$ cat src/rtl/instruction_fetch_unit.sv
// Instruction fetch unit: IDLE/RUN/HALT sequencer feeding a one-entry
// valid/ready output register with a paired next-word lookahead.
module instruction_fetch_unit #(
  parameter int unsigned ADDR_W  = 5,
  parameter int unsigned DATA_W  = 16,
  parameter logic [2:0]  HALT_OP = 3'b111
) (
  input  logic              clk,
  input  logic              reset,
  input  logic              start,
  output logic [ADDR_W-1:0] imem_addr,
  input  logic [DATA_W-1:0] imem_data,
  input  logic [DATA_W-1:0] imem_data2,
  output logic [DATA_W-1:0] instr,
  output logic [DATA_W-1:0] instr_next,
  output logic [ADDR_W-1:0] instr_pc,
  output logic              instr_valid,
  input  logic              instr_ready,
  input  logic              redirect,
  input  logic [ADDR_W-1:0] redirect_addr,
  output logic              halted,
  output logic [7:0]        retired
);

  typedef enum logic [1:0] {
    IDLE = 2'd0,
    RUN  = 2'd1,
    HALT = 2'd2
  } state_e;

  state_e            state_q, state_d;
  logic              start_q, start_d;
  logic [ADDR_W-1:0] pc_q, pc_d;
  logic [DATA_W-1:0] instr_q, instr_d;
  logic [DATA_W-1:0] next_q, next_d;
  logic [ADDR_W-1:0] ipc_q, ipc_d;
  logic              vld_q, vld_d;
  logic [7:0]        ret_q, ret_d;

  logic xfer;
  logic cur_halt;
  logic new_halt;

  assign xfer     = vld_q && instr_ready && !redirect;
  assign cur_halt = vld_q && (instr_q[DATA_W-1 -: 3] == HALT_OP);
  assign new_halt = (imem_data[DATA_W-1 -: 3] == HALT_OP);

  always_comb begin
    state_d = state_q;
    start_d = start;
    pc_d    = pc_q;
    instr_d = instr_q;
    next_d  = next_q;
    ipc_d   = ipc_q;
    vld_d   = vld_q;
    ret_d   = ret_q;
    unique case (1'b1)
      (state_q == RUN): begin
        if (redirect) begin
          vld_d = 1'b0;
          pc_d  = redirect_addr;
        end else begin
          if (xfer && ret_q != 8'hFF)
            ret_d = ret_q + 8'd1;
          if (xfer && cur_halt) begin
            state_d = HALT;
            vld_d   = 1'b0;
          end else if ((!vld_q || xfer) && !cur_halt) begin
            instr_d = imem_data;
            next_d  = imem_data2;
            ipc_d   = pc_q;
            vld_d   = 1'b1;
            // a halt word parks the fetch address on itself
            if (!new_halt)
              pc_d = pc_q + ADDR_W'(1);
          end
        end
      end
      (state_q != RUN): begin
        if (start_q) begin
          state_d = RUN;
          pc_d    = '0;
          ret_d   = '0;
        end
      end
      default: state_d = IDLE;
    endcase
  end

  always_ff @(posedge clk or posedge reset) begin
    if (reset) begin
      state_q <= IDLE;
      start_q <= 1'b0;
      pc_q    <= '0;
      instr_q <= '0;
      next_q  <= '0;
      ipc_q   <= '0;
      vld_q   <= 1'b0;
      ret_q   <= '0;
    end else begin
      state_q <= state_d;
      start_q <= start_d;
      pc_q    <= pc_d;
      instr_q <= instr_d;
      next_q  <= next_d;
      ipc_q   <= ipc_d;
      vld_q   <= vld_d;
      ret_q   <= ret_d;
    end
  end

  assign imem_addr   = pc_q;
  assign instr       = instr_q;
  assign instr_next  = next_q;
  assign instr_pc    = ipc_q;
  assign instr_valid = vld_q;
  assign halted      = (state_q == HALT);
  assign retired     = ret_q;

endmodule

$ cat config.mk
export PLATFORM = sky130hd
export DESIGN_NAME = instruction_fetch_unit
export DESIGN_NICKNAME = d
export VERILOG_FILES = /design/src/rtl/instruction_fetch_unit.sv
export SDC_FILE = /design/constraint.sdc
export NUM_CORES = 1
export LEC_CHECK = 0
export ABC_AREA = 1
export CAP_MARGIN = 10
export CORE_MARGIN = 2
export CORE_UTILIZATION = 25
export CTS_BUF_LIST = sky130_fd_sc_hd__clkbuf_8
export DETAILED_ROUTE_END_ITERATION = 6
export SLEW_MARGIN = 20
export SYNTH_ARGS = -nofsm -noshare
export SYNTH_HDL_FRONTEND = slang
export SYNTH_SLANG_ARGS = --single-unit
$ cat constraint.sdc
create_clock -name clk -period 2.2 [get_ports clk]
set_clock_uncertainty 0.2 [all_clocks]
set_input_delay 0.44 -clock clk [delete_from_list [all_inputs] [get_ports clk]]
set_output_delay 0.44 -clock clk [all_outputs]
set_load 0.01 [all_outputs]
# After elaboration in Yosys (flattened, before gate mapping)

Index checks and enable logic that the tools add are counted.

Equality and inequality tests: 13
Multiplexer cells: 17
Add/sub/neg operators: 2
Reduce and logical (&&, ||, !) cells: 17
Bitwise operators: 2

Operators by type and width:

| cell                                                                    | count |
|---|---|
| 5-bit 2-to-1 mux                                                        | 5 |
| 8-bit 2-to-1 mux                                                        | 3 |
| 8-bit case mux with 2 select lines                                      | 1 |
| 5-bit case mux with 2 select lines                                      | 1 |
| 8-bit by 1-bit adder with 8-bit output, second input constant           | 1 |
| 8-bit inequality test, second input constant                            | 1 |
| 4-bit AND reduction                                                     | 2 |
| 3-bit == test, second input constant                                    | 2 |
| 1-bit logical AND                                                       | 6 |
| 2-bit 2-to-1 mux                                                        | 3 |
| 2-bit by 1-bit inequality test with 1-bit output, second input constant | 3 |
| 3-bit inequality test, second input constant                            | 2 |
| 5-bit by 1-bit adder with 5-bit output, second input constant           | 1 |
| 5-bit AND reduction                                                     | 1 |
| 2-bit inequality test, second input constant                            | 2 |
| 2-bit case mux with 2 select lines                                      | 1 |
| 1-bit logical NOT                                                       | 3 |
| 1-bit 2-to-1 mux                                                        | 3 |
| 3-bit by 2-bit inequality test with 1-bit output, second input constant | 1 |
| 3-bit AND reduction                                                     | 1 |
| 3-bit nonzero test                                                      | 1 |
| 2-bit by 1-bit == test with 1-bit output, second input constant         | 1 |
| 2-bit == test, second input constant                                    | 1 |
| 1-bit inverter                                                          | 2 |
| 3 further kinds                                                         | 3 |

Input port bits: 42
Output and inout bits: 52
Register bits: 54
Word-level logic and storage cells: 59

# Longest topological paths before layout

Depth after elaboration: 8
Gate-level depth with buffers: 10
Mapped depth without buffers: 9

# Least setup slack after synthesis

Ideal clock, no wire load.

Path type: reg-to-reg
From: register ret_q[0] (netlist: retired[0])
To: register ret_q[0] (netlist: retired[0])
Data required time: 1.883 ns
Clock period less this slack: 1.517 ns
Library setup time: 0.117 ns
Cell stages (with the launch flop): 10
Path buffers: 0
Arrival: 1.199 ns
Path slack: 0.683 ns
Cells stage by stage: dfrtp_1 -> ha_1 -> nand2_1 -> nor2_1 -> nand2_1 -> nand2_2 -> nand2_2 -> inv_2 -> nand2_1 -> nand2_1

Cells in the longest elaborated chain, start to end: 4
Elaborated cells between the ends (all ways): 8

Ends and longest elaborated chain:

| element                                                                                     | line   | text |
|---|---|---|
| start: declaration                                                                          | 38     | `logic [7:0] ret_q, ret_d;` |
| start signal: assignment                                                                    | 108    | `ret_q <= ret_d;` |
| 8-bit by 1-bit adder with 8-bit output / 8-bit inequality test (equally long branches)      | 64, 63 |  |
| 8-bit 2-to-1 mux / 1-bit logical AND (equally long branches)                                | 63     | `if (xfer && ret_q != 8'hFF)` |
| 8-bit 2-to-1 mux / 2-bit by 1-bit inequality test with 1-bit output (equally long branches) | n/a    |  |
| 8-bit case mux with 2 select lines / 4-bit AND reduction (equally long branches)            | n/a    |  |

Several ways; a longest one is shown, not always the timed one. The select of a mux whose other input is x is not followed.
A chain may end at the register's enable or synchronous reset.

# Worst setup path in the final report

From: register pc_q[2] (netlist: imem_addr[2])
To: output port imem_addr[2]

RTL lines:

| element                  | line | text |
|---|---|---|
| start: declaration       | 33   | `logic [ADDR_W-1:0] pc_q, pc_d;` |
| start signal: assignment | 103  | `pc_q <= pc_d;` |
| end: declaration         | 11   | `output logic [ADDR_W-1:0] imem_addr,` |

No word-level cell between the ends.

==> impl_metrics.yaml <==
outcome:
  status: "finished, final reports clean"
placement:
  hpwl_um: 4440
  port_buffers: 93
  gp_congestion: 0.730
sta:
  post-route-period-util: 0.932
  finalHoldViolCount: 0
  holdWs_ns: 0.119
  tightest_slew_ns: 0.287
  rsz0062_at_grt: "no"
  finalMaxSlewViolations: 0
  setup_viol: 0
  setup_tns_ns: 0
  slew_headroom: 0.808
  period_needed_ns: 2.05
  fmaxAchievable_ghz: 0.488
yosys:
  synth_nets: 346
  synth.avg_cell_area_um2: 8.48
  synth_fa_ha_area_frac: 0.00977
  synth_xor_area_frac: 0.0137
  synth_top_family_by_area: "simple AND/OR/NAND/NOR gates"
  muxShareOfSynthArea: 0
  synth-simple-area-share: 0.213
  syn_inst: 302
  syn_area_um2: 2560
  synth_compound_area_frac: 0.123
  ys_warn_count: 0
  yosysTopAreaCellShare: 0.528
  synth_area_leaders: "dfrtp_1, nand2_1, inv_1"
  yosys.area.top_type: "dfrtp_1"
  ys_types: 22
  synth.ff_latch_count: 54
  yosysSeqAreaShare: 0.528
critical_path:
  crit_start: "imem_addr[2]"
  critical_path.max_fanout: 8
  r2r-start: "instr_valid"
  crit_buf_inv: 1
  cp_data_required_time_ns: 1.56
  end_kind: "primary output"
  r2r_slack_ns: 0.57
  critPathSlowestCell: "clkdlybuf4s50_1"
  critPathMaxStageDelay_ns: 0.59
  worstPathArrival_ns: 1.41
  path_delay_family: "buffers and inverters"
  startpoint_type: "register"
  path_cells: "clkdlybuf4s50_1"
  r2r_end: "instr_next[3]"
  rr_worst_depth: 9
  path_class: "register to primary output"
cts:
  cts_resized: 0
  cts_buffers: 5
  clkTransAtPathRegs_ns: 0.10
  postCtsSetupBuffers: 0
  ctsHtreeMaxLevel: 2
  postCtsHoldBufs: 0
  cts_sinks: 54
  cts_tree: "yes"
  cts_buffer_depth: 2
  cts_root_buf: "clkbuf_8"
  insertion_delay_ns: 0.31
drt:
  drc: 0
  wl_um: 5950
  wl_per_cell_um: 11.2
  num_vias: 2146
  drt_iter0_drc: 69
  antenna_left: 0
  routed_via_density: 4.05
  drt_first_pass_iters: 4
run:
  cap_violations: 0
global_route:
  grt_usage: 0.113
  grt-ovfl-total: 0
  grt_first_pass_wirelength_um: 10200
  antenna_found_initial: 0
  grt_pass1_vias: 2167
  grt_start_max_net_pins: 55
die:
  core.rowCount: 36
  core-area_um2: 9860
  ioPinCount: 94
  dieHeight_um: 105
  die_w_um: 105
  die_area_um2: 11100
  start_util: 0.260
finish:
  drive_gt1_frac: 0.113
  layout_common_cells: "clkdlybuf4s50_1, nand2_1, dfrtp_1"
  nFillCells: 1011
  regArea_um2: 1350
  diodes: 0
  final_nets: 440
  multi_input_area_um2: 918
  final_common_cell: "clkdlybuf4s50_1"
  synthToLayoutAreaGrowth_pct: 45.4
worst_hold_path:
  hold_path_class: "input pin to asynchronous set/reset pin"
power_and_ir_drop:
  p_leak_nw: 1.75
  irDropWorstVdd_v: 0.000532
  power_density_nw_per_um2: 731
[flip-flops by register name (all words and copies together), names as in the netlist]
register and count:
state_q 2, imem_addr 5, start_q 1, instr_valid 1, instr 16, retired 8, instr_pc 5, instr_next 16
[routing by layer]
| metal | share of wire | GRT usage | vias to the layer above |
|---|---|---|---|
| met5 | 0 | 0 | - |
| met4 | 0.011 | 0.0343 | 0 |
| met3 | 0.049 | 0.0272 | 5 |
| met2 | 0.47 | 0.183 | 55 |
| met1 | 0.47 | 0.149 | 962 |
| li1 | - | - | 1124 |
[worst reg2reg max path: stages (launching register included)]
cell      delay [ns]
dfrtp_1         0.46
nand2_1         0.10
inv_1           0.04
nand2_1         0.09
clkinv_1        0.09
nand2_1         0.07
nand3_2         0.09
buf_12          0.21
nand2_1         0.09
o21ai_0         0.07
[cell usage after synthesis (all sizes together)]
cell type and instances:
clkinv 1, nand4 3, inv 54, nand2 91
buf 8, xor2 3, or2 1, o22ai 3
nor2 12, dfrtp 54, xnor2 1, a21oi 2
o21ai 42, clkbuf 2, nand3 23, ha 2
[final cells by class]
cell class | count | share of cell area
clock buffer | 6 | 0.0222
tap | 133 | 0.0447
sequential | 54 | 0.363
inverter | 55 | 0.0554
clock inverter | 2 | 0.00336
multi-input combinational | 183 | 0.247
timing repair buffer | 97 | 0.265
[logic make-up after synthesis]
kind of cell | count (synthesis)
flops | 54
buf+inv | 65
compound gates | 47
fa+ha+maj | 2
xor+xnor | 4
simple gates | 130
[worst max path at each step]
stage	end	slack [ns]	cells after the start
after detailed placement	instr_next[5]	0.12	8
after CTS	imem_addr[2]	0.12	1
after global routing	imem_addr[2]	0.08	1
final	imem_addr[2]	0.15	1
after floorplan	imem_addr[0]	0.25	1
after global placement	instr_next[0]	0.15	8
[metrics by stage]
| step | util | cell area [um2] | setup WS, ns | std cells | total power, mW |
|---|---|---|---|---|---|
| floorplan | - | 2560 | 0.245 | 302 | 1.70 |
| CTS | 0.377 | 3720 | 0.124 | 530 | 2.78 |
| detailed placement | 0.368 | 3630 | 0.120 | 522 | 2.18 |
| global route | 0.377 | 3720 | 0.0836 | 530 | 2.92 |
| global placement | 0.368 | 3630 | 0.145 | 522 | 2.17 |
| finish | 0.377 | 3720 | 0.150 | 530 | 2.72 |
[where the power goes]
part / internal (mW) / switching, mW
Combinational: 0.471 / 0.373
Sequential: 1.15 / 0.152
Clock: 0.254 / 0.324
Total: 1.87 / 0.849
Note: power is estimated with default switching activity, not from simulation.
==> patch, RTL diff (config.mk and constraints unchanged) <==
Set the parameter `ADDR_W` to 4 (it was 5).
--- a/src/rtl/instruction_fetch_unit.sv
+++ b/src/rtl/instruction_fetch_unit.sv
@@ -3,3 +3,3 @@
 module instruction_fetch_unit #(
-  parameter int unsigned ADDR_W  = 5,
+  parameter int unsigned ADDR_W  = 4,
   parameter int unsigned DATA_W  = 16,
Ports: changed (resized imem_addr, instr_pc and redirect_addr); port bits go from 94 to 91. No check against the original RTL was run, so the function may have changed too.
==> patch against the unedited design <==
Setup slack better by 0.014 ns. Total power up 36%. Hold slack better by 0.17 ns. Critical path type unchanged. Routed wire length down 2.6%. Sequential share of layout area down 0.99 points. Design area down 1.0%. Synthesized cell count down 6.0%. Largest power group is now combinational cells. Sequential cell count down 2. Count of clock-buffer cells in the layout down 1. Utilization down 0.21 points. Non-clock buffer count down 2. Synthesized area down 0.73%. Highest routed layer unchanged. First-iteration DRC count up 52%.
==> patch: results (changes against the unedited design) <==
[power]
power_leakage_nw = 1.770  ; was 1.754 nW
peakVddDrop_uv = 457.5  ; was 532.1 µV
internal_power_mw = 2.368  ; was 1.872 mW

[setup_path]
cp_max_fo = 3  ; was 8
setup.worst_path.start = state_q[0]  ; was imem_addr[2]
ff2ff_path_depth = 8  ; was 9
rrSetupSlack_ns = 0.42  ; was 0.57 ns
cp-endpoint = halted  ; was imem_addr[2]
reg2reg_from = retired[0]  ; was instr_valid
r2r-end = retired[0]  ; was instr_next[3]

[yosys]
synth_compound_area_share_pct = 14.52  ; was 12.26%
synth_cell_types = 24  ; was 22
syn_avg_cell_area_um2 = 8.952  ; was 8.481 µm²
synthAdderAreaFrac_pct = 0.9843  ; was 0.9770%
synth_commonest_cells = 74 x nand2_1, 52 x dfrtp_1, 48 x inv_1, 36 x o21ai_2, 22 x nand3_1  ; was 86 x nand2_1, 54 x dfrtp_1, 48 x inv_1, 22 x nand3_1, 20 x o21ai_2
yosysSeqAreaShare_pct = 51.18  ; was 52.76%
synth.top_cells.by_area = dfrtp_1 51%, o21ai_2 12%, nand2_1 11%, inv_1 7.1%, nand3_1 4.3%  ; was dfrtp_1 53%, nand2_1 13%, inv_1 7.0%, o21ai_2 6.8%, nand3_1 4.3%
synth_xor_area_share_pct = 1.033  ; was 1.368%

[place]
hpwl_um = 4328  ; was 4443 µm
gp_congestion = 0.7350  ; was 0.7301
postPlaceCellArea_um2 = 3598  ; was 3628 µm²
io_buffers = 90  ; was 93
dp.cells = 504  ; was 522

[sta]
slew_headroom_pct = 77.65  ; was 80.82%

[grt]
grt_max_degree = 53  ; was 55
grt_pass1_wl_um = 9660  ; was 10160 µm
grtUsageTotal_pct = 10.64  ; was 11.30%

[finish]
final_cells = 512  ; was 530
drive_gt1_share_pct = 17.68  ; was 11.34%
area_delta_synth_final_pct = 44.98  ; was 45.38%

[routing]
routedWlPerCell_um = 11.31  ; was 11.22 µm
num_vias = 2066  ; was 2146

[outcome]
outcome = complete, no violations  ; unchanged

[hold_path]
hold_path_class = flop to flop  ; was input port to async pin

[patch: area by class of cell]
| type | instances | area (µm²) |
|---|---|---|
| repair buffers | 95 | 975.9 |
| multi-input cells | 171 | 949.7 |
| clock buffers | 5 | 68.82 |
| clock inverters | 3 | 18.77 |
| fillers | 1025 | 6133 |
| inverters | 53 | 205.2 |
| flip-flops and latches | 52 | 1301 |
| well taps | 133 | 166.4 |
[patch: worst min-delay path by stage]
stage / end / slack, ns / depth (start not counted)
3_3_place_gp: instr_next[6] / 0.26 / 2
2_1_floorplan: start_q / 0.27 / 0
3_5_place_dp: instr_next[7] / 0.27 / 2
6_report: instr_next[15] / 0.29 / 2
5_1_grt: instr[7] / 0.31 / 2
4_1_cts: instr_next[7] / 0.29 / 2
[patch: power groups by stage]
stage / logic (mW) / registers [mW] / clock network, mW
after floorplan: 0.757 / 1.62 / 0
after global placement: 1.67 / 1.51 / 0
after detailed placement: 1.69 / 1.52 / 0
after CTS: 1.70 / 1.51 / 0.575
after global routing: 1.83 / 1.55 / 0.614
final: 1.67 / 1.50 / 0.535
[patch: worst reg2reg max path: cells and delay by family (launching register included)]
family	cells	cell delay (ns)
AND/OR/NAND/NOR	5	0.67
buffers and inverters	1	0.17
flip-flops	1	0.42
adder cells (fa/ha/maj)	1	0.18
AO/OA/AOI/OAI	1	0.05
[patch: stage by stage]
stage               worst slack [ns]  power (mW)  hold slack (ns)
finish                        0.1635       3.701           0.2861
global route                 0.09977       3.998           0.3107
CTS                           0.1218       3.782           0.2931
detailed placement           0.04985       3.213           0.2676
global placement              0.1151       3.186           0.2630
floorplan                     0.3021       2.379           0.2714
[patch: per-layer routing]
layer  track usage [%]  wire length, µm  up-vias
met5                 0                0        -
met4             2.667               50        0
met3             2.994              345        4
met2             17.39             2736       56
met1             13.88             2658      942
li1                  -                -     1064
